$ cat config.mk
export PLATFORM = sky130hd
export DESIGN_NAME = arbitro_prioridade
export DESIGN_NICKNAME = d
export VERILOG_FILES = /design/src/rtl/arbitro_prioridade.sv
export SDC_FILE = /design/constraint.sdc
export NUM_CORES = 1
export LEC_CHECK = 0
export ABC_AREA = 1
export CAP_MARGIN = 10
export CORE_UTILIZATION = 40
export DETAILED_ROUTE_END_ITERATION = 6
export GPL_TIMING_DRIVEN = 0
export SKIP_LAST_GASP = 1
export SYNTH_ARGS = -nofsm -noshare
export SYNTH_HDL_FRONTEND = slang
export SYNTH_SLANG_ARGS = --single-unit
$ cat constraint.sdc
create_clock -name clk -period 2.7 [get_ports clk]
set_clock_uncertainty 0.15 [all_clocks]
set_input_delay 0.54 -clock clk [delete_from_list [all_inputs] [get_ports clk]]
set_output_delay 0.54 -clock clk [all_outputs]
set_load 0.02 [all_outputs]
$ cat src/rtl/arbitro_prioridade.sv
// Two-entity arbiter for a shared function resource: profile priority, round-robin
// tie-break, bounded hold slot when the other entity waits, and preemption.
module arbitro_prioridade #(
    parameter int HOLD_CYCLES = 50_000_000,
    parameter int CNT_W       = $clog2(HOLD_CYCLES + 1)
) (
    input  logic       clk,
    input  logic       rst_n,
    input  logic       req0,
    input  logic [5:0] perfil0,
    input  logic       req1,
    input  logic [5:0] perfil1,
    output logic       gnt0,
    output logic       gnt1,
    output logic [5:0] perfil_ativo,
    output logic       led_red,
    output logic       led_green,
    output logic       led_blue
);

    typedef enum logic [1:0] {
        ST_IDLE   = 2'd0,
        ST_SERVE0 = 2'd1,
        ST_SERVE1 = 2'd2,
        ST_GAP    = 2'd3
    } state_t;

    localparam logic [CNT_W-1:0] CNT_MAX = CNT_W'(HOLD_CYCLES - 1);

    // Priority 1..6 from the one-hot bit position; anything not one-hot is 0.
    function automatic logic [2:0] prio_f(input logic [5:0] p);
        logic [2:0] r;
        r = 3'd0;
        if ((p != 6'd0) && ((p & (p - 6'd1)) == 6'd0)) begin
            for (int i = 0; i < 6; i++) begin
                if (p[i]) r = 3'(i + 1);
                else      r = r;
            end
        end else begin
            r = 3'd0;
        end
        return r;
    endfunction

    state_t           state_q, state_d;
    logic [CNT_W-1:0] cnt_q, cnt_d;
    logic             last_q, last_d;
    logic [5:0]       pa_q, pa_d;
    logic             red_q;

    logic [2:0] prio0_s, prio1_s, prioa_s;
    logic       valid0_s, valid1_s, cnt_max_s;
    logic       pick0_s, pick1_s, rel0_s, rel1_s;

    assign prio0_s   = prio_f(perfil0);
    assign prio1_s   = prio_f(perfil1);
    assign prioa_s   = prio_f(pa_q);
    assign valid0_s  = req0 && (prio0_s != 3'd0);
    assign valid1_s  = req1 && (prio1_s != 3'd0);
    assign cnt_max_s = (cnt_q == CNT_MAX);

    // Equal priority goes to whichever entity was not served last.
    assign pick0_s = valid0_s && (!valid1_s || (prio0_s > prio1_s) ||
                                  ((prio0_s == prio1_s) && last_q));
    assign pick1_s = valid1_s && (!valid0_s || (prio1_s > prio0_s) ||
                                  ((prio0_s == prio1_s) && !last_q));

    assign rel0_s = !valid0_s || (perfil0 != pa_q) ||
                    (valid1_s && (prio1_s > prioa_s)) || (cnt_max_s && valid1_s);
    assign rel1_s = !valid1_s || (perfil1 != pa_q) ||
                    (valid0_s && (prio0_s > prioa_s)) || (cnt_max_s && valid0_s);

    // Next-state, hold counter, round-robin pointer and active profile.
    always_comb begin
        state_d = state_q;
        cnt_d   = cnt_q;
        last_d  = last_q;
        pa_d    = pa_q;
        case (state_q)
            ST_IDLE: begin
                pa_d  = 6'd0;
                cnt_d = '0;
                if (pick0_s) begin
                    state_d = ST_SERVE0;
                    pa_d    = perfil0;
                    last_d  = 1'b0;
                end else if (pick1_s) begin
                    state_d = ST_SERVE1;
                    pa_d    = perfil1;
                    last_d  = 1'b1;
                end else begin
                    state_d = ST_IDLE;
                end
            end
            ST_SERVE0: begin
                if (rel0_s) begin
                    state_d = ST_GAP;
                    pa_d    = 6'd0;
                end else begin
                    cnt_d = cnt_max_s ? cnt_q : cnt_q + CNT_W'(1);
                end
            end
            ST_SERVE1: begin
                if (rel1_s) begin
                    state_d = ST_GAP;
                    pa_d    = 6'd0;
                end else begin
                    cnt_d = cnt_max_s ? cnt_q : cnt_q + CNT_W'(1);
                end
            end
            ST_GAP: begin
                state_d = ST_IDLE;
                pa_d    = 6'd0;
            end
            default: begin
                state_d = ST_IDLE;
                pa_d    = 6'd0;
                cnt_d   = '0;
            end
        endcase
    end

    // State registers; IE01 wins the first tie after reset.
    always_ff @(posedge clk or negedge rst_n) begin
        if (!rst_n) begin
            state_q <= ST_IDLE;
            cnt_q   <= '0;
            last_q  <= 1'b1;
            pa_q    <= 6'd0;
            red_q   <= 1'b0;
        end else begin
            state_q <= state_d;
            cnt_q   <= cnt_d;
            last_q  <= last_d;
            pa_q    <= pa_d;
            red_q   <= valid0_s && valid1_s && (prio0_s == prio1_s);
        end
    end

    assign gnt0         = (state_q == ST_SERVE0);
    assign gnt1         = (state_q == ST_SERVE1);
    assign perfil_ativo = pa_q;
    assign led_red      = red_q;
    assign led_green    = gnt0;
    assign led_blue     = gnt1;

endmodule

==> results of run 1 <==
==> how the worst min path moves through the flow <==
stage / startpoint / to / depth (start not counted)
4_1_cts: rst_n / cnt_q[11]$_DFFE_PN0P_ / 1
2_1_floorplan: rst_n / cnt_q[0]$_DFFE_PN0P_ / 0
6_report: rst_n / cnt_q[9]$_DFFE_PN0P_ / 1
5_1_grt: rst_n / cnt_q[11]$_DFFE_PN0P_ / 1
3_5_place_dp: last_q$_DFFE_PN1P_ / last_q$_DFFE_PN1P_ / 2
3_3_place_gp: last_q$_DFFE_PN1P_ / last_q$_DFFE_PN1P_ / 2
==> cell type report <==
type / instances / area (sq um) / area share (%)
Buffer: 13 / 119 / 2.50
Inverter: 59 / 221 / 4.65
Clock buffer: 8 / 100 / 2.10
Timing Repair Buffer: 59 / 532 / 11.2
Tap cell: 108 / 135 / 2.84
Multi-Input combinational cell: 458 / 2740 / 57.6
Sequential cell: 36 / 910 / 19.1
==> where the power goes <==
part / internal (mW) / switching [mW] / leakage (nW) / total, mW
Combinational: 0.188 / 0.244 / 1.87 / 0.432
Sequential: 0.554 / 0.0167 / 0.488 / 0.571
Clock: 0.233 / 0.202 / 0.0515 / 0.435
Total: 0.975 / 0.463 / 2.41 / 1.44
==> Yosys cell counts, types with 4 or more instances <==
cell type  instances  share of area (%)
xor2_1             9                2.2
xnor2_1            8                2.0
nand2_2           48                8.4
nand4_1           32                5.6
o21ai_1            6               0.84
o21ai_0           11                1.5
buf_2              9                1.3
nand2_4            5                1.6
nor2_1            92                9.6
inv_2              8               0.84
ha_1              14                4.9
nand2_1          161                 17
a21oi_1           13                1.8
nor3_1             4               0.56
nand3_1           36                5.0
inv_1             49                5.1
nor2_2             4               0.70
dfrtp_1           35                 24
==> repair_timing <==
item	CTS	global route
cloned	2	0
hold buffers	0	0
pin swaps	25	26
gates resized for setup	69	72
setup buffers	24	8
setup endpoints to repair	35	35
==> sequential cells by signal (all words and copies together), names as in the netlist <==
name / count
cnt_q: 26
perfil_ativo: 6
state_q: 2
last_q: 1
led_red: 1
==> layer usage <==
metal | GRT usage [%] | vias up | share of wire, %
li1 | - | 1935 | -
met1 | 27.8 | 1748 | 44
met2 | 41.0 | 51 | 52
met3 | 2.24 | 14 | 2.2
met4 | 5.97 | 0 | 1.9
met5 | 0 | - | 0
==> critical path, stage by stage, from the launching register on <==
cell and delay, ns:
dfrtp_2 0.45, buf_4 0.15, a21oi_2 0.12, o22ai_2 0.10, nor3_4 0.21, nand2_2 0.14, ha_4 0.32, nand2_4 0.07
o21ai_4 0.17, nand2_2 0.08, nand2_4 0.08, nand2_4 0.06, nand2_8 0.07, nand3_4 0.09, buf_12 0.16, buf_12 0.14
nand2_4 0.05, nand2_2 0.04
==> cell families (layout without fill, tap and decap cells) <==
| family | Yosys count | in the layout | synth area share [%] |
|---|---|---|---|
| buf+inv | 76 | 139 | 9.51 |
| flops | 36 | 36 | 25.1 |
| xor+xnor | 17 | 17 | 4.15 |
| fa+ha+maj | 14 | 14 | 4.88 |
| compound gates | 34 | 34 | 4.95 |
| simple gates | 393 | 393 | 51.4 |
==> metrics by stage <==
step | power, mW | util (%) | worst slack (ns) | instance area (sq um)
4_1_cts | 1.40 | 51.9 | -0.0948 | 4530
2_1_floorplan | 0.767 | - | 0.00352 | 3610
3_5_place_dp | 0.871 | 45.9 | -0.978 | 4000
6_report | 1.44 | 54.6 | -0.0899 | 4760
3_3_place_gp | 0.866 | 45.9 | -0.885 | 4000
5_1_grt | 1.51 | 54.6 | -0.220 | 4760
==> summary.txt, run 1 <==
Outcome
  – Status: finished, violations left
  – Violated checks: setup timing

Critical path
  – Reg2Reg Depth: 17
  – Kind of critical path: reg -> reg
  – R2r endpoint: cnt_q[6]$_DFFE_PN0P_
  – Crit path required time: 2.73 ns
  – Crit path launch type: flip-flop
  – Flop2flop setup slack: -0.09 ns
  – Crit end category: flip-flop
  – R2r startpoint: perfil_ativo[3]$_DFFE_PN0P_
  – Worst EP arrival: 2.82 ns
  – CP max FO: 6
  – Worst Setup EP: cnt_q[6]$_DFFE_PN0P_
  – Crit path from: perfil_ativo[3]$_DFFE_PN0P_

Clock tree
  – Htree depth: 2
  – Clock Tree Buf Depth: 2
  – Clock Latency Late Sink: 0.29 ns
  – CTS tree: yes
  – Root buffer cell: clkbuf_8
  – Num CTS Buffers: 5
  – Clk slew on worst S/H paths: 0.08 ns
  – Clock sink total: 36

Global route
  – Tot GR Track Use: 22.4%
  – Initial antenna violation count: 0
  – Vias in the first global route: 3708
  – Remaining Overflow, GRT: 0
  – Largest net degree at the start of global routing: 37
  – Global-route wire length before repair: 17300 um

Job
  – Maxcap violations: 0

Drt
  – DR vias/cell: 5.06
  – Via Count: 3748
  – Final WL: 10200 um
  – Post-route ant nets: 0
  – Routed length per instance: 13.8 um
  – 1st-pass router iterations: 4
  – DRC viols: 0
  – Starting DRT DRC Count: 138

Cells and area
  – Commonest non-fill, non-tap cells in the layout: nand2_1, nor2_1, inv_1, nand2_2
  – Layout cells sized above 1: 29.7%
  – Fillers: 853
  – Final non-filler cell total: 741
  – Leading cell type in the layout, fill and taps excluded: nand2_1
  – Final #Nets: 662
  – Synthesis-to-finish area growth: 32.6%
  – Diode count: 0

Yosys
  – Post-Syn Nets: 600
  – Cells after Synth: 570
  – Seq/Total Area, Yosys: 25.1%
  – Main synth FF type: dfrtp_1
  – Synth async-reset ratio: 100%
  – Synthesized area per cell: 6.30 sq um
  – Yosys warns: 0
  – Number of synthesized flops with an enable pin: 0
  – Yosys cell types: 36
  – FF+latch count, synth: 36
  – Synth Cell Area: 3590 sq um

Timing
  – Slew @ Worst Pin: 0.834 ns
  – Endpoints failing setup: 25
  – Post-route minimum period: 2.79 ns
  – Fmax: 358 MHz
  – Hold Slack: 0.194 ns
  – Period Utilization, post-route: 103%
  – Unrepaired setup endpoints after global routing: yes
  – Rel. slew slack: 44.4%
  – Fin Setup TNS: -1.95 ns
  – Hold Vio Cnt, Final: 0
  – Max-slew violation count: 0
  – PnR worst setup slack: -0.0899 ns

Placement
  – # port buffers: 26
  – Detailed Place HPWL: 7450 um
  – Global placer's final weighted congestion: 0.971
  – Inst Count DP: 704

Min path
  – Worst Hold Class: in -> async

Die
  – Die height: 96.8 um
  – Initial Utilization: 41.2%
  – IO Count: 27
  – Die width: 96.8 um
  – Core Region: 8720 sq um
  – Die Area: 9360 sq um
  – Row Count: 34

Pwr
  – Power Density: 302 nW/um^2
  – Maximum vdd ir drop: 0.193 mV
  – P_leak: 2.41 nW
Power figures use the tool's default switching activity.
==> run 2: changes to the inputs <==
--- a/config.mk
+++ b/config.mk
@@ -8,6 +8,7 @@
 export ABC_AREA = 1
 export CAP_MARGIN = 10
 export CORE_UTILIZATION = 40
+export CTS_CLUSTER_SIZE = 25
 export DETAILED_ROUTE_END_ITERATION = 6
 export GPL_TIMING_DRIVEN = 0
 export SKIP_LAST_GASP = 1
==> results of run 2 <==
Final layout, timing and power as in run 1 (identical DEF).
